## config.mk

```make
export PLATFORM = sky130hd
export DESIGN_NAME = gray_code_converter_pipe
export DESIGN_NICKNAME = d
export VERILOG_FILES = /design/src/rtl/gray_code_converter_pipe.sv
export SDC_FILE = /design/constraint.sdc
export NUM_CORES = 1
export LEC_CHECK = 0
export ABC_AREA = 1
export BUFFER_PORTS_ARGS = -buffer_cell sky130_fd_sc_hd__buf_2
export CORE_MARGIN = 10
export CORE_UTILIZATION = 43
export CTS_CLUSTER_DIAMETER = 100
export DETAILED_ROUTE_END_ITERATION = 6
export GPL_ROUTABILITY_DRIVEN = 0
export PLACE_DENSITY = 0.7
export SYNTH_ARGS = -nofsm -noshare
export SYNTH_HDL_FRONTEND = slang
export SYNTH_SLANG_ARGS = --single-unit
```

## constraint.sdc

```tcl
create_clock -name clk -period 1.1 [get_ports clk]
set_input_delay 0.055 -clock clk [delete_from_list [all_inputs] [get_ports clk]]
set_output_delay 0.055 -clock clk [all_outputs]
set_load 0.02 [all_outputs]
```

## src/rtl/gray_code_converter_pipe.sv

```systemverilog
// Pipelined binary<->Gray converter with valid/ready backpressure and per-item mode select.
// Optional macro GRAY_STEP_CHECK_EN adds step_err, flagging output Gray steps that are not single-bit.
module gray_code_converter_pipe #(
    parameter int WIDTH  = 4,
    parameter int STAGES = 2
) (
    input  logic             clk,
    input  logic             rst,
    input  logic             in_valid,
    output logic             in_ready,
    input  logic             in_mode,
    input  logic [WIDTH-1:0] in_data,
    output logic             out_valid,
    input  logic             out_ready,
    output logic             out_mode,
    output logic [WIDTH-1:0] out_data
`ifdef GRAY_STEP_CHECK_EN
    ,
    output logic             step_err
`endif
);

    logic [STAGES-1:0] v;
    logic [STAGES-1:0] m;
    logic [STAGES-1:0] adv;
    logic [WIDTH-1:0]  d [STAGES];
    logic [WIDTH-1:0]  conv;

    // Gray->bin is a running XOR from the MSB downwards.
    always_comb begin
        logic acc;
        conv = '0;
        acc  = 1'b0;
        if (!in_mode) begin
            conv = in_data ^ (in_data >> 1);
        end else begin
            acc = in_data[WIDTH-1];
            conv[WIDTH-1] = acc;
            for (int i = WIDTH - 2; i >= 0; i--) begin
                acc     = acc ^ in_data[i];
                conv[i] = acc;
            end
        end
    end

    // A stage may move when out_ready is high or any stage from it to the end holds a bubble.
    always_comb begin
        logic full_run;
        adv      = '0;
        full_run = 1'b1;
        for (int k = 0; k < STAGES; k++) begin
            full_run = 1'b1;
            for (int j = k; j < STAGES; j++) begin
                full_run = full_run & v[j];
            end
            adv[k] = out_ready || !full_run;
        end
    end

    always_ff @(posedge clk) begin
        if (rst) begin
            v <= '0;
            m <= '0;
            for (int k = 0; k < STAGES; k++) begin
                d[k] <= '0;
            end
        end else begin
            if (adv[0]) begin
                v[0] <= in_valid;
                if (in_valid) begin
                    m[0] <= in_mode;
                    d[0] <= conv;
                end
            end
            for (int k = 1; k < STAGES; k++) begin
                if (adv[k]) begin
                    v[k] <= v[k-1];
                    if (v[k-1]) begin
                        m[k] <= m[k-1];
                        d[k] <= d[k-1];
                    end
                end
            end
        end
    end

    assign in_ready  = adv[0];
    assign out_valid = v[STAGES-1];
    assign out_mode  = m[STAGES-1];
    assign out_data  = d[STAGES-1];

`ifdef GRAY_STEP_CHECK_EN
    logic [WIDTH-1:0] g [STAGES];
    logic [WIDTH-1:0] last_gray;
    logic             seen;

    // The Gray-domain value of each item rides alongside it: the result for bin->Gray, the input otherwise.
    always_ff @(posedge clk) begin
        if (rst) begin
            for (int k = 0; k < STAGES; k++) begin
                g[k] <= '0;
            end
        end else begin
            if (adv[0] && in_valid) begin
                g[0] <= in_mode ? in_data : conv;
            end
            for (int k = 1; k < STAGES; k++) begin
                if (adv[k] && v[k-1]) begin
                    g[k] <= g[k-1];
                end
            end
        end
    end

    always_ff @(posedge clk) begin
        if (rst) begin
            last_gray <= '0;
            seen      <= 1'b0;
            step_err  <= 1'b0;
        end else begin
            step_err <= 1'b0;
            if (out_valid && out_ready) begin
                step_err  <= seen && ($countones(g[STAGES-1] ^ last_gray) != 1);
                last_gray <= g[STAGES-1];
                seen      <= 1'b1;
            end
        end
    end
`endif

endmodule

```

==> impl_metrics.tcl <==
set metrics [dict create \
    status "completed" \
    setup_viol 0 \
    total_power_mw 0.956 \
    synthToLayoutAreaGrowth_pct 21.7 \
    hp-start "in_mode" \
    diodes 0 \
    path_class "register to register" \
    dieArea_sq_um 3240 \
    clockBufferDepth 2 \
    row_count 13 \
    seq_power_share_pct 55.3 \
    synth_edf_count 8 \
    drtPass1Iterations 4 \
    crit_path_start_kind "register" \
    synth.most_common_cell "inv_1" \
    netlist_area_sq_um 587 \
    p_sw_share_pct 25.5 \
    initial_core_util_pct 45.1 \
    min_to "m[0]" \
    p_int_mw 0.712 \
    worstSkewPairLatency_ns 0.26 \
    ff2ff_setup_slack_ns 0.06 \
    cts_buffers 3 \
    drive_above_1_share_pct 40.5 \
    synth_cell_types 16 \
    synth_compound_area_share_pct 10.0 \
    dp_worst_setup_slack_ns 0.0246 \
    yosysTopAreaCell "edfxtp_1" \
    ff2ff_path_depth 5 \
    drt_wl_total_mm 1.02 \
    die_w_microns 56.9 \
    io_buffers 15 \
    syn_avg_cell_area_sq_um 9.46 \
    leakage_nw 0.331 \
    synthArstFlopShare_pct 0 \
    synth-simple-area-share_pct 21.7 \
    combPwrFrac_pct 15.7 \
    synth_area_leaders "edfxtp_1, dfxtp_1, inv_1" \
    max_slew_margin_pct 88.5 \
    drt_iter0_drc 6 \
    grt_overflow 0 \
    die_h_microns 56.9 \
    max_freq_ghz 0.964 \
    route.vias.total 432 \
    antenna_left 0 \
    grt_max_degree 8 \
    clock_skew_ns 0.00220 \
    p_clk_share_pct 29.0 \
    synth_xor_area_share_pct 1.49 \
    r2r-end "d[0][5]" \
    maxCapViolCount 0 \
    drc 0 \
    critical_path_required_ns 1.12 \
    cp_max_fo 7 \
    synth.yosys.seq_area_share_pct 54.6 \
    grt_setup_unrepaired "yes" \
    ys_ff_latch 12 \
    cts_sinks 12 \
    fin_crit_ns 1.04 \
    synth_nets 71 \
    switchingPower_mw 0.244 \
    nFillCells 129 \
    synthCells 62 \
    power_density_nw_per_um2 1340 \
    vias_per_cell 4.60 \
    grt_pass1_vias 422 \
    wl_per_cell_microns 10.9 \
    peakVddDrop_uv 533 \
    whs_path_depth 3 \
    cp-end-kind "register" \
    io_pins 16 \
    post-route-period-util_pct 94.3 \
    antenna_found_initial 0 \
    track_usage_pct 6.59 \
    synth_top_family_by_area "simple AND/OR/NAND/NOR gates" \
    grt_pass1_wl_mm 1.73 \
    r2r_start "v[0]" \
    netlist.area_leader.share_pct 40.9 \
    dp.final_hpwl_microns 840 \
    h-tree-depth 1 \
    utilization_pct 54.9 \
    cts_tree "yes" \
    slew_viol_final 0 \
    ys.flop_type "edfxtp_1" \
    worstMarginPinSlew_ns 0.171 \
    worstHoldPathType "primary input to register" \
    synthAdderAreaFrac_pct 0 \
    clock-root-buffer "clkbuf_4" \
    yosys_warnings 0 \
    yosys-mux-area-fraction_pct 0 \
    core_sq_um 1300 \
    cts.clk_slew.worst_paths_ns 0.07 \
    finalHoldViolCount 0 \
    final.setup.worst_slack_ns 0.0622 \
    cts_setup_buffers 0 \
    cp.arrival_ns 1.06 \
    synth_common_cells "inv_1, edfxtp_1, nand2_1, nor2_1" \
    nets 89 \
]
## sequential cells by signal (all words and copies together) (netlist names)
register and flops:
m 2, d 8, v 2
## cells by family (layout without fill, tap and decap cells)
group,after synthesis,count (layout)
buffers and inverters,15,32
AOI/OAI and AO/OA,9,9
xor gates and xnor gates,1,1
and+or+nand+nor,25,25
DFF,12,12
## power groups by stage
| stage | clock network [mW] | registers (mW) | logic (mW) |
|---|---|---|---|
| after CTS | 0.296 | 0.530 | 0.151 |
| after global routing | 0.312 | 0.532 | 0.169 |
| after floorplan | 0 | 0.544 | 0.104 |
| final | 0.277 | 0.529 | 0.150 |
| after detailed placement | 0 | 0.540 | 0.148 |
| after global placement | 0 | 0.539 | 0.145 |
## timing repair
action,4_1_cts,5_1_grt
hold endpoints to repair,2,0
hold buffers,1,0
gates resized for setup,0,3
setup endpoints to repair,0,7
## metal layers
metal	vias to the layer above	share of wire (%)	track usage [%]
met4	0	2.2	7.05
li1	234	-	-
met2	13	45	8.84
met1	183	47	7.49
met5	-	0	0
met3	2	5.9	2.43
## cell type report
cell class / instances / area, sq um / share of cell area, %
Multi-Input combinational cell: 35 / 208 / 29.1
Timing Repair Buffer: 17 / 92.6 / 13.0
Tap cell: 15 / 18.8 / 2.63
Sequential cell: 12 / 328 / 45.9
Clock buffer: 4 / 26.3 / 3.68
Inverter: 11 / 41.3 / 5.78
## cell usage in the layout, fill, tap and decap left out, drive strengths merged, types with 4 or more instances in the layout
cell type	Yosys	layout
buf	4	16
nand2	12	12
inv	11	11
edfxtp	8	8
nor2	7	7
a21oi	7	7
nand3	5	5
clkbuf	0	4
dfxtp	4	4
## per-stage QoR
step | hold WS, ns | setup TNS, ns | cells | area (sq um)
2_1_floorplan | 0.114 | 0 | 62 | 598
3_3_place_gp | 0.290 | 0 | 89 | 669
3_5_place_dp | 0.286 | 0 | 89 | 669
4_1_cts | 0.0833 | 0 | 94 | 706
5_1_grt | 0.103 | -0.00692 | 94 | 714
6_report | 0.0952 | 0 | 94 | 714
## how the worst max path moves through the flow
| stage | from | to | slack [ns] | depth (start not counted) |
|---|---|---|---|---|
| after floorplan | v[0] | d[0][3] | 0.008 | 5 |
| after global placement | v[0] | d[0][4] | 0.05 | 5 |
| after detailed placement | v[0] | d[0][3] | 0.02 | 5 |
| after CTS | v[0] | d[0][3] | 0.006 | 5 |
| after global routing | v[0] | d[0][2] | -0.004 | 5 |
| final | v[0] | d[0][5] | 0.06 | 5 |
## worst max-delay path, cell delays in order, from the launching register on
cell	delay, ns
dfxtp_4	0.38
nand3_4	0.08
nand2_2	0.09
a21oi_2	0.07
inv_2	0.12
nor2_1	0.06
No activity file was read; power rests on OpenSTA's default activity.
